===== config.mk =====
export PLATFORM = sky130hd
export DESIGN_NAME = ch_mute_seq_flat
export DESIGN_NICKNAME = d
export VERILOG_FILES = /design/src/rtl/ch_mute_seq_if.sv /design/src/rtl/ch_mute_seq.sv /design/src/flat_wrapper.sv
export SDC_FILE = /design/constraint.sdc
export NUM_CORES = 1
export LEC_CHECK = 0
export BUFFER_PORTS_ARGS = -buffer_cell sky130_fd_sc_hd__buf_2
export CAP_MARGIN = 25
export CORE_AREA = 2 2 129 131
export DETAILED_ROUTE_END_ITERATION = 6
export DIE_AREA = 0 0 131 133
export PLACE_DENSITY = 0.86
export SLEW_MARGIN = 15
export SYNTH_ARGS = -nofsm -noshare
export SYNTH_HDL_FRONTEND = slang
export SYNTH_SLANG_ARGS = --single-unit

===== constraint.sdc =====
create_clock -name clk -period 8.9 [get_ports clk]
set_clock_uncertainty 0.05 [all_clocks]
set_input_delay 1.335 -clock clk [delete_from_list [all_inputs] [get_ports clk]]
set_output_delay 1.335 -clock clk [all_outputs]
set_load 0.01 [all_outputs]

===== src/rtl/ch_mute_seq_if.sv =====
// Channel sequencer bundle: receiver lock/rate, CSR volume and sample strobes in,
// per-channel reset, effective volume and state readback out.
interface ch_mute_seq_if #(
  parameter int unsigned NUM_CH    = 2,
  parameter int unsigned NUM_RATE  = 5,
  parameter int unsigned VOL_WIDTH = 32
);
  logic [NUM_CH-1:0]           locked_i;
  logic [NUM_CH*NUM_RATE-1:0]  rate_i;
  logic [NUM_CH*VOL_WIDTH-1:0] vol_i;
  logic [NUM_CH-1:0]           tick_i;
  logic [NUM_CH-1:0]           rst_ch_o;
  logic [NUM_CH*VOL_WIDTH-1:0] vol_o;
  logic [NUM_CH*3-1:0]         state_o;

  modport master (
    output locked_i, rate_i, vol_i, tick_i,
    input  rst_ch_o, vol_o, state_o
  );

  modport slave (
    input  locked_i, rate_i, vol_i, tick_i,
    output rst_ch_o, vol_o, state_o
  );
endinterface


===== src/rtl/ch_mute_seq.sv =====
// Per-channel start-up/shut-down sequencer: holds a channel in reset until locked,
// settles, ramps volume up to the CSR target and fades it out on a rate change.
module ch_mute_seq #(
  parameter int unsigned           NUM_CH        = 2,
  parameter int unsigned           NUM_RATE      = 5,
  parameter int unsigned           VOL_WIDTH     = 32,
  parameter int unsigned           SETTLE_CYCLES = 65536,
  parameter logic [VOL_WIDTH-1:0]  RAMP_STEP     = VOL_WIDTH'(32'h0008_0000)
) (
  input  logic          clk,
  input  logic          rst,
  ch_mute_seq_if.slave  bus
);

  localparam int unsigned    CW          = (SETTLE_CYCLES > 1) ? $clog2(SETTLE_CYCLES) : 1;
  localparam logic [CW-1:0]  SETTLE_LAST = CW'(SETTLE_CYCLES - 1);

  typedef enum logic [2:0] {
    S_IDLE   = 3'd0,
    S_SETTLE = 3'd1,
    S_RAMP   = 3'd2,
    S_RUN    = 3'd3,
    S_FADE   = 3'd4
  } state_t;

  for (genvar g = 0; g < NUM_CH; g++) begin : g_ch
    state_t               st_q, st_d;
    logic [NUM_RATE-1:0]  rate_q, rate_d, rate;
    logic [CW-1:0]        cnt_q, cnt_d;
    logic [VOL_WIDTH-1:0] vol_q, vol_d, tgt;
    logic [VOL_WIDTH:0]   nxt;
    logic                 rst_q, locked, tick;

    assign locked = bus.locked_i[g];
    assign tick   = bus.tick_i[g];
    assign rate   = bus.rate_i[g*NUM_RATE +: NUM_RATE];
    assign tgt    = bus.vol_i[g*VOL_WIDTH +: VOL_WIDTH];
    // One extra bit so the ramp increment can be compared without wrapping.
    assign nxt    = {1'b0, vol_q} + {1'b0, RAMP_STEP};

    always_ff @(posedge clk) begin
      if (rst) begin
        st_q   <= S_IDLE;
        rate_q <= '0;
        cnt_q  <= '0;
        vol_q  <= '0;
        rst_q  <= 1'b1;
      end else begin
        st_q   <= st_d;
        rate_q <= rate_d;
        cnt_q  <= cnt_d;
        vol_q  <= vol_d;
        rst_q  <= (st_d == S_IDLE);
      end
    end

    always_comb begin
      st_d   = st_q;
      rate_d = rate_q;
      cnt_d  = cnt_q;
      vol_d  = vol_q;
      unique case (st_q)
        S_IDLE: begin
          vol_d = '0;
          if (locked && (rate != '0)) begin
            st_d   = S_SETTLE;
            rate_d = rate;
            cnt_d  = '0;
          end
        end
        S_SETTLE: begin
          vol_d = '0;
          cnt_d = cnt_q + CW'(1);
          if (!locked || (rate != rate_q)) st_d = S_IDLE;
          else if (cnt_q == SETTLE_LAST)   st_d = S_RAMP;
        end
        S_RAMP: begin
          if (!locked) begin
            st_d  = S_IDLE;
            vol_d = '0;
          end else if (rate != rate_q) begin
            st_d = S_FADE;
          end else if (tick) begin
            if (nxt >= {1'b0, tgt}) begin
              vol_d = tgt;
              st_d  = S_RUN;
            end else begin
              vol_d = nxt[VOL_WIDTH-1:0];
            end
          end else if (tgt <= vol_q) begin
            vol_d = tgt;
            st_d  = S_RUN;
          end
        end
        S_RUN: begin
          if (!locked) begin
            st_d  = S_IDLE;
            vol_d = '0;
          end else if (rate != rate_q) begin
            st_d = S_FADE;
          end else begin
            vol_d = tgt;
          end
        end
        S_FADE: begin
          // Rate changes are ignored here; the fade completes and IDLE re-latches.
          if (!locked) begin
            st_d  = S_IDLE;
            vol_d = '0;
          end else if (tick) begin
            if (vol_q <= RAMP_STEP) begin
              vol_d = '0;
              st_d  = S_IDLE;
            end else begin
              vol_d = vol_q - RAMP_STEP;
            end
          end
        end
        default: begin
          st_d  = S_IDLE;
          vol_d = '0;
        end
      endcase
    end

    assign bus.rst_ch_o[g]                    = rst_q;
    assign bus.vol_o[g*VOL_WIDTH +: VOL_WIDTH] = vol_q;
    assign bus.state_o[g*3 +: 3]              = st_q;
  end

endmodule


===== src/flat_wrapper.sv =====
// flat-port wrapper written by rule: the top's interface ports become plain ports
module ch_mute_seq_flat 
#(
  parameter int unsigned           NUM_CH        = 2,
  parameter int unsigned           NUM_RATE      = 5,
  parameter int unsigned           VOL_WIDTH     = 32,
  parameter int unsigned           SETTLE_CYCLES = 65536,
  parameter logic [VOL_WIDTH-1:0]  RAMP_STEP     = VOL_WIDTH'(32'h0008_0000)
)
  (clk, rst, bus_locked_i, bus_rate_i, bus_vol_i, bus_tick_i, bus_rst_ch_o, bus_vol_o, bus_state_o);
  ch_mute_seq_if #(.NUM_CH(NUM_CH), .NUM_RATE(NUM_RATE), .VOL_WIDTH(VOL_WIDTH)) bus_i ();
  input  logic clk;
  input  logic rst;
  input wire logic [$bits(bus_i.locked_i)-1:0] bus_locked_i;
  input wire logic [$bits(bus_i.rate_i)-1:0] bus_rate_i;
  input wire logic [$bits(bus_i.vol_i)-1:0] bus_vol_i;
  input wire logic [$bits(bus_i.tick_i)-1:0] bus_tick_i;
  output wire logic [$bits(bus_i.rst_ch_o)-1:0] bus_rst_ch_o;
  output wire logic [$bits(bus_i.vol_o)-1:0] bus_vol_o;
  output wire logic [$bits(bus_i.state_o)-1:0] bus_state_o;
  assign bus_i.locked_i = bus_locked_i;
  assign bus_i.rate_i = bus_rate_i;
  assign bus_i.vol_i = bus_vol_i;
  assign bus_i.tick_i = bus_tick_i;
  assign bus_rst_ch_o = bus_i.rst_ch_o;
  assign bus_vol_o = bus_i.vol_o;
  assign bus_state_o = bus_i.state_o;
  ch_mute_seq #(.NUM_CH(NUM_CH), .NUM_RATE(NUM_RATE), .VOL_WIDTH(VOL_WIDTH), .SETTLE_CYCLES(SETTLE_CYCLES), .RAMP_STEP(RAMP_STEP)) u_core (.clk(clk), .rst(rst), .bus(bus_i));
endmodule

Yosys cells after proc, flatten, opt, wreduce, memory -nomap -nowiden:

Index checks and enable logic that the tools add are counted.

* add/subtract/negate cells: 6
* order comparisons: 6
* eq/ne operators: 22
* muxes and demuxes: 54
* reduce and logical (&&, ||, !) cells: 20

Operators with widths (count)
* two-way mux 32 bit: 20
* case mux 32 bit (3 select lines): 2
* two-way mux 3 bit: 26
* adder 32 x 20 -> 33 bit, second input constant: 2
* >= comparator 33 x 32 -> 1 bit: 2
* <= comparator 32 x 20 -> 1 bit, second input constant: 2
* <= comparator 32 bit: 2
* case mux 16 bit (2 select lines): 2
* subtractor 32 x 20 -> 32 bit, second input constant: 2
* adder 16 x 1 -> 16 bit, second input constant: 2
* == test 16 bit, second input constant: 2
* two-way mux 16 bit: 2
* case mux 3 bit (5 select lines): 2
* inequality test 3 bit, second input constant: 6
* == test 3 x 2 -> 1 bit, second input constant: 4
* zero test 3 bit: 4
* inequality test 5 bit: 2
* nonzero test 5 bit: 2
* inequality test 4 x 3 -> 1 bit, second input constant: 2
* AND reduction 2 bit: 4
* AND reduction 4 bit: 2
* == test 3 x 1 -> 1 bit, second input constant: 2
* == test 3 bit, second input constant: 2
* inequality test 2 x 1 -> 1 bit, second input constant: 2
* other kinds (4): 8

* register bits: 114
* output and inout bits: 72
* word-level logic and storage cells: 118

Logic depth before layout (Yosys ltp):

Gate-level depths: netlist (run 1).

* depth in word-level cells: 8
* mapped depth: 16

Least setup slack after synthesis (run 1):

No wires, ideal clock.

* path kind: input port to flip-flop
* start: in bus_vol_i[10]
* end: reg u_core.g_ch[0].vol_q[25]
* setup time: 122 ps
* arrival time: 3484 ps
* data required time: 8728 ps
* path slack: 5243 ps
* cell stages on the path: 9
* path buffers: 0
* cell sequence: ha_1 and4_1 nand2_1 or4_1 o211a_1 nand4_4 nor2_4 a221o_1 a311o_1

* longest elaborated chain between the ends: 6
* elaborated cells between the ends (all ways): 9
* classes of those cells: 2 x order compare; 1 x eq/ne; 5 x mux; 1 x reduce/logical

RTL lines
* start, declared: line flat_wrapper.sv:16 `input wire logic [$bits(bus_i.vol_i)-1:0] bus_vol_i;`
* >= comparator 33 x 32 -> 1 bit: line ch_mute_seq.sv:84 `if (nxt >= {1'b0, tgt}) begin`
* two-way mux 32 bit: line ch_mute_seq.sv:84
* two-way mux 32 bit: line ch_mute_seq.sv:83 `end else if (tick) begin`
* two-way mux 32 bit: line ch_mute_seq.sv:81 `end else if (rate != rate_q) begin`
* two-way mux 32 bit: line ch_mute_seq.sv:78 `if (!locked) begin`
* case mux 32 bit (3 select lines): line ch_mute_seq.sv:62 `unique case (st_q)`
* end signal, assigned: line ch_mute_seq.sv:52 `vol_q <= vol_d;`
* end, declared: line ch_mute_seq.sv:30 `logic [VOL_WIDTH-1:0] vol_q, vol_d, tgt;`

Parallel ways exist; a longest one is shown, timed or not. The select of a mux whose other input is x is not followed.
A chain may end at the register's enable or synchronous reset.

Worst setup path in the final report (run 1):

* start: reg u_core.g_ch[1].vol_q[22]
* end: reg u_core.g_ch[1].vol_q[25]

* longest elaborated chain between the ends: 7
* elaborated cells between the ends (all ways): 15
* classes of those cells: 2 x add/sub; 3 x order compare; 1 x eq/ne; 8 x mux; 1 x reduce/logical

RTL lines
* start, declared: line ch_mute_seq.sv:30
* start signal, assigned: line ch_mute_seq.sv:52
* adder 32 x 20 -> 33 bit: line ch_mute_seq.sv:39 `assign nxt = {1'b0, vol_q} + {1'b0, RAMP_STEP};`
* >= comparator 33 x 32 -> 1 bit: line ch_mute_seq.sv:84
* two-way mux 32 bit: line ch_mute_seq.sv:84
* two-way mux 32 bit: line ch_mute_seq.sv:83
* two-way mux 32 bit: line ch_mute_seq.sv:81
* two-way mux 32 bit: line ch_mute_seq.sv:78
* case mux 32 bit (3 select lines): line ch_mute_seq.sv:62

Parallel ways exist; a longest one is shown, timed or not. The select of a mux whose other input is x is not followed.

==> results_dict.tcl, run 1 <==
set metrics [dict create \
    numClockSinks 114 \
    start_util_pct 61.6 \
    post-synth-top-count-cell "sky130_fd_sc_hd__inv_1" \
    drcViolationCount 0 \
    ys_seq_area_share_pct 22.9 \
    cellLeakagePower_nw 5.16 \
    grt_overflow_total 0 \
    synth-seq-cells 114 \
    worst-slew-pin-transition_ns 1.03 \
    wire_per_inst_um 16.8 \
    synth_enable_flop_cells 0 \
    setup_crit_start_kind "flop" \
    layout-drive-gt1-share_pct 16.0 \
    worst-path-max-fanout 24 \
    final_net_count 1605 \
    worstRegToRegCells 13 \
    maxCapViolCount 0 \
    cp_data_required_time_ns 9.16 \
    floorplan.die_area_sq_um 17400 \
    clockRootBuffer "sky130_fd_sc_hd__clkbuf_16" \
    clkSlewWorstSetupHoldPaths_ns 0.06 \
    cts_hold_buffers 0 \
    slew-limit-headroom_pct 31.1 \
    fmax_ghz 0.229 \
    final_hold_viol_count 0 \
    timing_max_transition_violations_final 0 \
    grt_first_pass_wirelength_um 44000 \
    worstSetupPathType "reg2reg" \
    tritoncts "built" \
    post_cts_resize_count 0 \
    initial_antenna_violation_count 0 \
    antenna_violating_nets_post_route 0 \
    core_area_sq_um 16200 \
    r2r-start "u_core.g_ch[1].vol_q[22]$_SDFFE_PP0P_" \
    ctsHtreeMaxLevel 4 \
    final_period_minus_worst_setup_slack_ns 4.37 \
    grt_setup_unrepaired "no" \
    status "completed" \
    timing.hold.worst_path_depth 2 \
    regToRegEndpoint "u_core.g_ch[1].vol_q[25]$_SDFFE_PP0P_" \
    via_per_inst 6.14 \
    area_growth_syn_to_layout_pct 14.2 \
    synth.distinct_cells 79 \
    critical_path.cell_chain "nand3_1 > nor2_1 > and4_1 > xnor2_1 > ha_1 > a21o_1 > a211o_1 > o221ai_1 > nand3_1 > or2_4 > o21ai_4 > o221ai_1 > a221o_1" \
    critPathCaptureType "flop" \
    prevailing_post_synth_register_cell "sky130_fd_sc_hd__dfxtp_1" \
    worst_ir_drop_vdd_uv 137 \
    min_delay_worst_endpoint "u_core.g_ch[1].rate_q[2]$_SDFFE_PP0P_" \
    post_synth_instance_area_sq_um 9960 \
    top_level_ports 152 \
    hpwl_um 20300 \
    setup_total_negative_slack_ns 0 \
    min-delay-path-class "reg2reg" \
    synthesis.instances 1270 \
    cellPowerDensity_nw_per_um2 120 \
    first_global_vias 9261 \
    grt_max_degree 64 \
    antenna_cells_inserted 0 \
    first_pass_iters 5 \
    wl_um 27400 \
    setup-violations-final 0 \
    dieHeight_um 133 \
    syn-num-nets 1484 \
    clk_latency_ns 0.42 \
    postSynthAreaPerCell_sq_um 7.85 \
    synth.area.top_cells "sky130_fd_sc_hd__dfxtp_1, sky130_fd_sc_hd__ha_1, sky130_fd_sc_hd__inv_1" \
    worst-endpoint-arrival_ns 4.63 \
    synth_top_cells_by_count "sky130_fd_sc_hd__inv_1, sky130_fd_sc_hd__ha_1, sky130_fd_sc_hd__dfxtp_1, sky130_fd_sc_hd__nand2_1, sky130_fd_sc_hd__nor2_1" \
    layout_worst_path_cycle_share_pct 49.1 \
    max-clock-path-buffers 2 \
    max_stage_delay_on_crit_path_ns 0.60 \
    post_route_total_power_mw 1.37 \
    holdCritStartpoint "u_core.g_ch[1].rate_q[2]$_SDFFE_PP0P_" \
    placementRows 47 \
    ff2ff_setup_slack_ns 4.53 \
    tritoncts.num_buffers 17 \
    place_congestion 0.986 \
    global_route_usage_over_all_layers_pct 31.1 \
    synth_area_leader_cell "sky130_fd_sc_hd__dfxtp_1" \
    detail_route.iter0.violations 805 \
    synth-async-reset-ratio_pct 0 \
    cts_post_setup_buffers_inserted 0 \
    yosysWarningCount 0 \
    synth_top_area_share_pct 22.9 \
    cp_top_family "compound AO/OA/AOI/OAI gates" \
    num_vias 9973 \
    port_buffers 151 \
    fp.dieW_um 131 \
    timing.critical_path.slowest_stage_cell "sky130_fd_sc_hd__dfxtp_1" \
    critical_path.n_buffers_inverters 0 \
]
[worst register-to-register path: stages (launching register included)]
cell and delay [ns]:
sky130_fd_sc_hd__dfxtp_1 0.60, sky130_fd_sc_hd__nand3_1 0.25, sky130_fd_sc_hd__nor2_1 0.34, sky130_fd_sc_hd__and4_1 0.27
sky130_fd_sc_hd__xnor2_1 0.16, sky130_fd_sc_hd__ha_1 0.31, sky130_fd_sc_hd__a21o_1 0.18, sky130_fd_sc_hd__a211o_1 0.30
sky130_fd_sc_hd__o221ai_1 0.27, sky130_fd_sc_hd__nand3_1 0.19, sky130_fd_sc_hd__or2_4 0.29, sky130_fd_sc_hd__o21ai_4 0.51
sky130_fd_sc_hd__o221ai_1 0.23, sky130_fd_sc_hd__a221o_1 0.33
[per-stage QoR]
| step | util [%] | instances | area, sq um | worst slack (ns) | hold slack (ns) |
|---|---|---|---|---|---|
| finish | 70.4 | 1624 | 11400 | 4.53 | 0.424 |
| global route | 70.4 | 1624 | 11400 | 4.27 | 0.438 |
| CTS | 70.4 | 1624 | 11400 | 4.60 | 0.421 |
| detailed placement | 66.6 | 1592 | 10800 | 4.49 | 0.414 |
| global placement | 66.4 | 1589 | 10700 | 4.48 | 0.406 |
| floorplan | - | 1270 | 9960 | 5.24 | 0.398 |
[cell type report]
type / instances / area, sq um
flip-flops and latches: 114 / 2280
repair buffers: 161 / 853
inverters: 140 / 526
fillers: 1265 / 4790
clock inverters: 14 / 179
multi-input cells: 957 / 6840
clock buffers: 18 / 429
well taps: 220 / 275
[worst max path at each step]
stage	from	to	cells after the start
after floorplan	bus_vol_i[10]	u_core.g_ch[0].vol_q[25]$_SDFFE_PP0P_	9
after global placement	bus_vol_i[11]	u_core.g_ch[0].vol_q[25]$_SDFFE_PP0P_	10
after detailed placement	bus_vol_i[37]	u_core.g_ch[1].vol_q[4]$_SDFFE_PP0P_	11
after CTS	u_core.g_ch[1].vol_q[19]$_SDFFE_PP0P_	u_core.g_ch[1].vol_q[25]$_SDFFE_PP0P_	14
after global routing	u_core.g_ch[1].vol_q[19]$_SDFFE_PP0P_	u_core.g_ch[1].vol_q[30]$_SDFFE_PP0P_	14
final	u_core.g_ch[1].vol_q[22]$_SDFFE_PP0P_	u_core.g_ch[1].vol_q[25]$_SDFFE_PP0P_	13
[sequential cells by signal, summed over array words and instances, names as in the netlist]
signal / cells
u_core.g_ch.st_q: 6
u_core.g_ch.rate_q: 10
u_core.g_ch.rst_q: 2
u_core.g_ch.cnt_q: 32
u_core.g_ch.vol_q: 64
[cells in the final DEF (no fill, tap or decap), drive strengths merged, types with 41 or more instances in the layout]
cell type / netlist / routed
ha: 134 / 134
nor3: 41 / 41
nand3: 57 / 57
a21oi: 69 / 69
buf: 24 / 161
nor2: 86 / 86
dfxtp: 114 / 114
inv: 140 / 144
nand2b: 47 / 47
nand2: 101 / 101
[cell families (layout without fill, tap and decap cells)]
logic type | Yosys count | after routing | share of synthesized area (%)
DFF | 114 | 114 | 22.9
adders and majority gates | 134 | 134 | 16.8
xor gates and xnor gates | 51 | 51 | 4.48
AOI/OAI and AO/OA | 279 | 279 | 19.7
buffers and inverters | 199 | 333 | 8.53
and+or+nand+nor | 468 | 468 | 25.1
muxes | 25 | 25 | 2.54
[layer usage]
metal / wire length (um) / global-route usage [%]
met5: 0 / 0
met4: 978 / 14.1
met3: 2220 / 6.11
met2: 12700 / 50.7
met1: 11400 / 39.4
[power breakdown]
group / switching [mW] / total, mW / internal, mW
combinational: 0.0819 / 0.139 / 0.0575
sequential: 0.00416 / 0.519 / 0.515
clock: 0.267 / 0.711 / 0.444
Power figures use the tool's default switching activity.
==> run 2, diff against run 1 <==
--- a/config.mk
+++ b/config.mk
@@ -7,10 +7,10 @@
 export LEC_CHECK = 0
 export BUFFER_PORTS_ARGS = -buffer_cell sky130_fd_sc_hd__buf_2
 export CAP_MARGIN = 25
-export CORE_AREA = 2 2 129 131
+export CORE_AREA = 2 2 141 143
 export DETAILED_ROUTE_END_ITERATION = 6
-export DIE_AREA = 0 0 131 133
-export PLACE_DENSITY = 0.86
+export DIE_AREA = 0 0 143 145
+export PLACE_DENSITY = 0.77
 export SLEW_MARGIN = 15
 export SYNTH_ARGS = -nofsm -noshare
 export SYNTH_HDL_FRONTEND = slang
==> constraint.sdc (replaced) <==
create_clock -name clk -period 3.6 [get_ports clk]
set_clock_uncertainty 0.05 [all_clocks]
set_input_delay 0.54 -clock clk [delete_from_list [all_inputs] [get_ports clk]]
set_output_delay 0.54 -clock clk [all_outputs]
set_load 0.01 [all_outputs]
==> results_dict.tcl, run 2 (same netlist as run 1, synthesis figures left out) <==
set metrics [dict create \
    detailroute.wirelength.met3_um 2110 \
    final_hold_viol_count 0 \
    status "completed" \
    highest_layer "met4" \
    via_per_inst 5.92 \
    slew-limit-headroom_pct 38.1 \
    final.hold.worst_slack_ns 0.334 \
    mostFrequentLayoutCells "sky130_fd_sc_hd__buf_2, sky130_fd_sc_hd__inv_1, sky130_fd_sc_hd__ha_1, sky130_fd_sc_hd__dfxtp_1, sky130_fd_sc_hd__nand2_1" \
    pwr-share-seq_pct 38.8 \
    wl_um 28900 \
    cp_top_family "simple AND/OR/NAND/NOR gates" \
    fmax_ghz 0.282 \
    critPathCaptureType "flop" \
    critical_path.n_buffers_inverters 3 \
    clk_latency_ns 0.43 \
    grt_first_pass_wirelength_um 46300 \
    detail_route.iter0.violations 876 \
    grt_max_degree 45 \
    global_route_usage_over_all_layers_pct 27.1 \
    min-delay-path-class "in2reg" \
    timing_max_transition_violations_final 0 \
    ctsHtreeMaxLevel 4 \
    detailroute.wirelength.met2_um 13300 \
    clkSlewWorstSetupHoldPaths_ns 0.07 \
    setup-violations-final 0 \
    power.net_switching_uw 855 \
    met1Wirelength_um 12600 \
    final_period_minus_worst_setup_slack_ns 3.55 \
    setup_crit_start_kind "flop" \
    clkPwrFrac_pct 50.7 \
    flip_flop_count_of_the_largest_register_after_layout 64 \
    worst-endpoint-arrival_ns 3.83 \
    port_buffers 151 \
    core_area_sq_um 19200 \
    setup_total_negative_slack_ns 0 \
    placementRows 51 \
    tritoncts.num_buffers 17 \
    final_common_cell "sky130_fd_sc_hd__buf_2" \
    layout_setup_ws_ns 0.0516 \
    top_level_ports 152 \
    initial_antenna_violation_count 0 \
    wire_per_inst_um 16.8 \
    first_global_vias 9516 \
    max_stage_delay_on_crit_path_ns 0.48 \
    maxCapViolCount 0 \
    first_pass_iters 5 \
    tritoncts "built" \
    place_congestion 0.998 \
    clockRootBuffer "sky130_fd_sc_hd__clkbuf_16" \
    start_util_pct 51.9 \
    num_vias 10200 \
    antenna_violating_nets_post_route 0 \
    critical_path.cell_chain "ha_1 > nand2_2 > nor2_4 > nand3_1 > xnor2_2 > ha_1 > nand4_1 > buf_4 > nor2_1 > a22oi_2 > nand3_1 > or2_4 > o21ai_4 > buf_4 > buf_8 > or4_1 > o31ai_1" \
    final-instance-count-excl-fill 1716 \
    post_route_total_power_mw 3.31 \
    hpwl_um 21400 \
    layout_worst_path_cycle_share_pct 98.6 \
    worst_ir_drop_vdd_uv 340 \
    cellLeakagePower_nw 5.44 \
    antenna_cells_inserted 0 \
    max-clock-path-buffers 2 \
    dieHeight_um 145 \
    final_net_count 1654 \
    fp.dieW_um 143 \
    cellPowerDensity_nw_per_um2 279 \
    power.combinational.fraction_pct 10.5 \
    reg_top3 "u_core.g_ch.vol_q (64), u_core.g_ch.cnt_q (32), u_core.g_ch.rate_q (10)" \
    numClockSinks 114 \
    design_internal_power_mw 2.46 \
    floorplan.die_area_sq_um 20700 \
    drcViolationCount 0 \
    worst-slew-pin-transition_ns 0.925 \
    worstSetupPathType "reg2reg" \
    cts_hold_buffers 0 \
    grt_overflow_total 0 \
    timing.critical_path.slowest_stage_cell "sky130_fd_sc_hd__or4_1" \
    registers.top_by_ff_count "u_core.g_ch.vol_q" \
    worst-path-max-fanout 19 \
    cp_data_required_time_ns 3.88 \
    area_growth_syn_to_layout_pct 19.4 \
    power.share.switching_pct 25.8 \
    layout-drive-gt1-share_pct 20.4 \
    place_inst 1676 \
    place_ws_ns 0.0393 \
]
==> run 2: changes by cell type in the layout (fill, tap and decap cells not counted), moves of 4 or more <==
cell                       previous run  this run
sky130_fd_sc_hd__buf_4               10        53
sky130_fd_sc_hd__dfxtp_1            114       110
sky130_fd_sc_hd__dfxtp_2              0         4
sky130_fd_sc_hd__inv_6                4         0
sky130_fd_sc_hd__nor2_1              83        78
sky130_fd_sc_hd__nor2_2               1         5
sky130_fd_sc_hd__o221ai_1            11         7
sky130_fd_sc_hd__o221ai_2             0         4
==> run 2: what timing repair did <==
item | 4_1_cts | 5_1_grt
setup buffers | 0 | 9
gates resized for setup | 3 | 29
endpoints found under the setup margin | 13 | 60
pin swaps | 0 | 11
==> run 2: worst reg2reg max path, cell delays in order, from the launching register on <==
cell and delay [ns]:
sky130_fd_sc_hd__dfxtp_2 0.35, sky130_fd_sc_hd__ha_1 0.21, sky130_fd_sc_hd__nand2_2 0.12, sky130_fd_sc_hd__nor2_4 0.15
sky130_fd_sc_hd__nand3_1 0.14, sky130_fd_sc_hd__xnor2_2 0.20, sky130_fd_sc_hd__ha_1 0.33, sky130_fd_sc_hd__nand4_1 0.14
sky130_fd_sc_hd__buf_4 0.17, sky130_fd_sc_hd__nor2_1 0.16, sky130_fd_sc_hd__a22oi_2 0.13, sky130_fd_sc_hd__nand3_1 0.17
sky130_fd_sc_hd__or2_4 0.18, sky130_fd_sc_hd__o21ai_4 0.07, sky130_fd_sc_hd__buf_4 0.17, sky130_fd_sc_hd__buf_8 0.15
sky130_fd_sc_hd__or4_1 0.48, sky130_fd_sc_hd__o31ai_1 0.08
==> run 2: area by class of cell <==
cell class / instances / area [sq um]
Clock buffer: 20 / 457
Clock inverter: 10 / 111
Fill cell: 1689 / 7310
Inverter: 140 / 526
Multi-Input combinational cell: 957 / 6940
Sequential cell: 114 / 2290
Tap cell: 265 / 332
Timing Repair Buffer: 210 / 1240
==> run 2: power by group through the flow <==
| stage | sequential [mW] | clock, mW | combinational (mW) |
|---|---|---|---|
| floorplan | 1.31 | 0 | 0.208 |
| global placement | 1.31 | 0 | 0.329 |
| detailed placement | 1.31 | 0 | 0.338 |
| CTS | 1.28 | 1.69 | 0.341 |
| global route | 1.29 | 1.75 | 0.389 |
| finish | 1.28 | 1.68 | 0.349 |
==> run 2: layer usage <==
metal  GRT usage (%)  vias up
li1                -     4907
met1            35.7     4749
met2            43.3      432
met3            5.38       73
met4            10.8        0
met5               0        -
==> run 2: worst paths after layout <==
path / startpoint / slack (ns) / cells after the start / endpoint
worst max-delay path: u_core.g_ch[1].vol_q[19]$_SDFFE_PP0P_ / 0.05 / 17 / u_core.g_ch[1].vol_q[5]$_SDFFE_PP0P_
worst min-delay path: bus_vol_i[17] / 0.33 / 3 / u_core.g_ch[0].vol_q[17]$_SDFFE_PP0P_
worst max register to register: u_core.g_ch[1].vol_q[19]$_SDFFE_PP0P_ / 0.05 / 17 / u_core.g_ch[1].vol_q[5]$_SDFFE_PP0P_
worst min register to register: u_core.g_ch[0].rate_q[1]$_SDFFE_PP0P_ / 0.42 / 2 / u_core.g_ch[0].rate_q[1]$_SDFFE_PP0P_
==> run 2: per-stage QoR <==
| step | area [sq um] | util (%) |
|---|---|---|
| final | 11900 | 62.0 |
| after global routing | 11900 | 62.0 |
| after CTS | 11700 | 60.8 |
| after detailed placement | 11100 | 57.8 |
| after global placement | 11100 | 57.8 |
| after floorplan | 9960 | - |
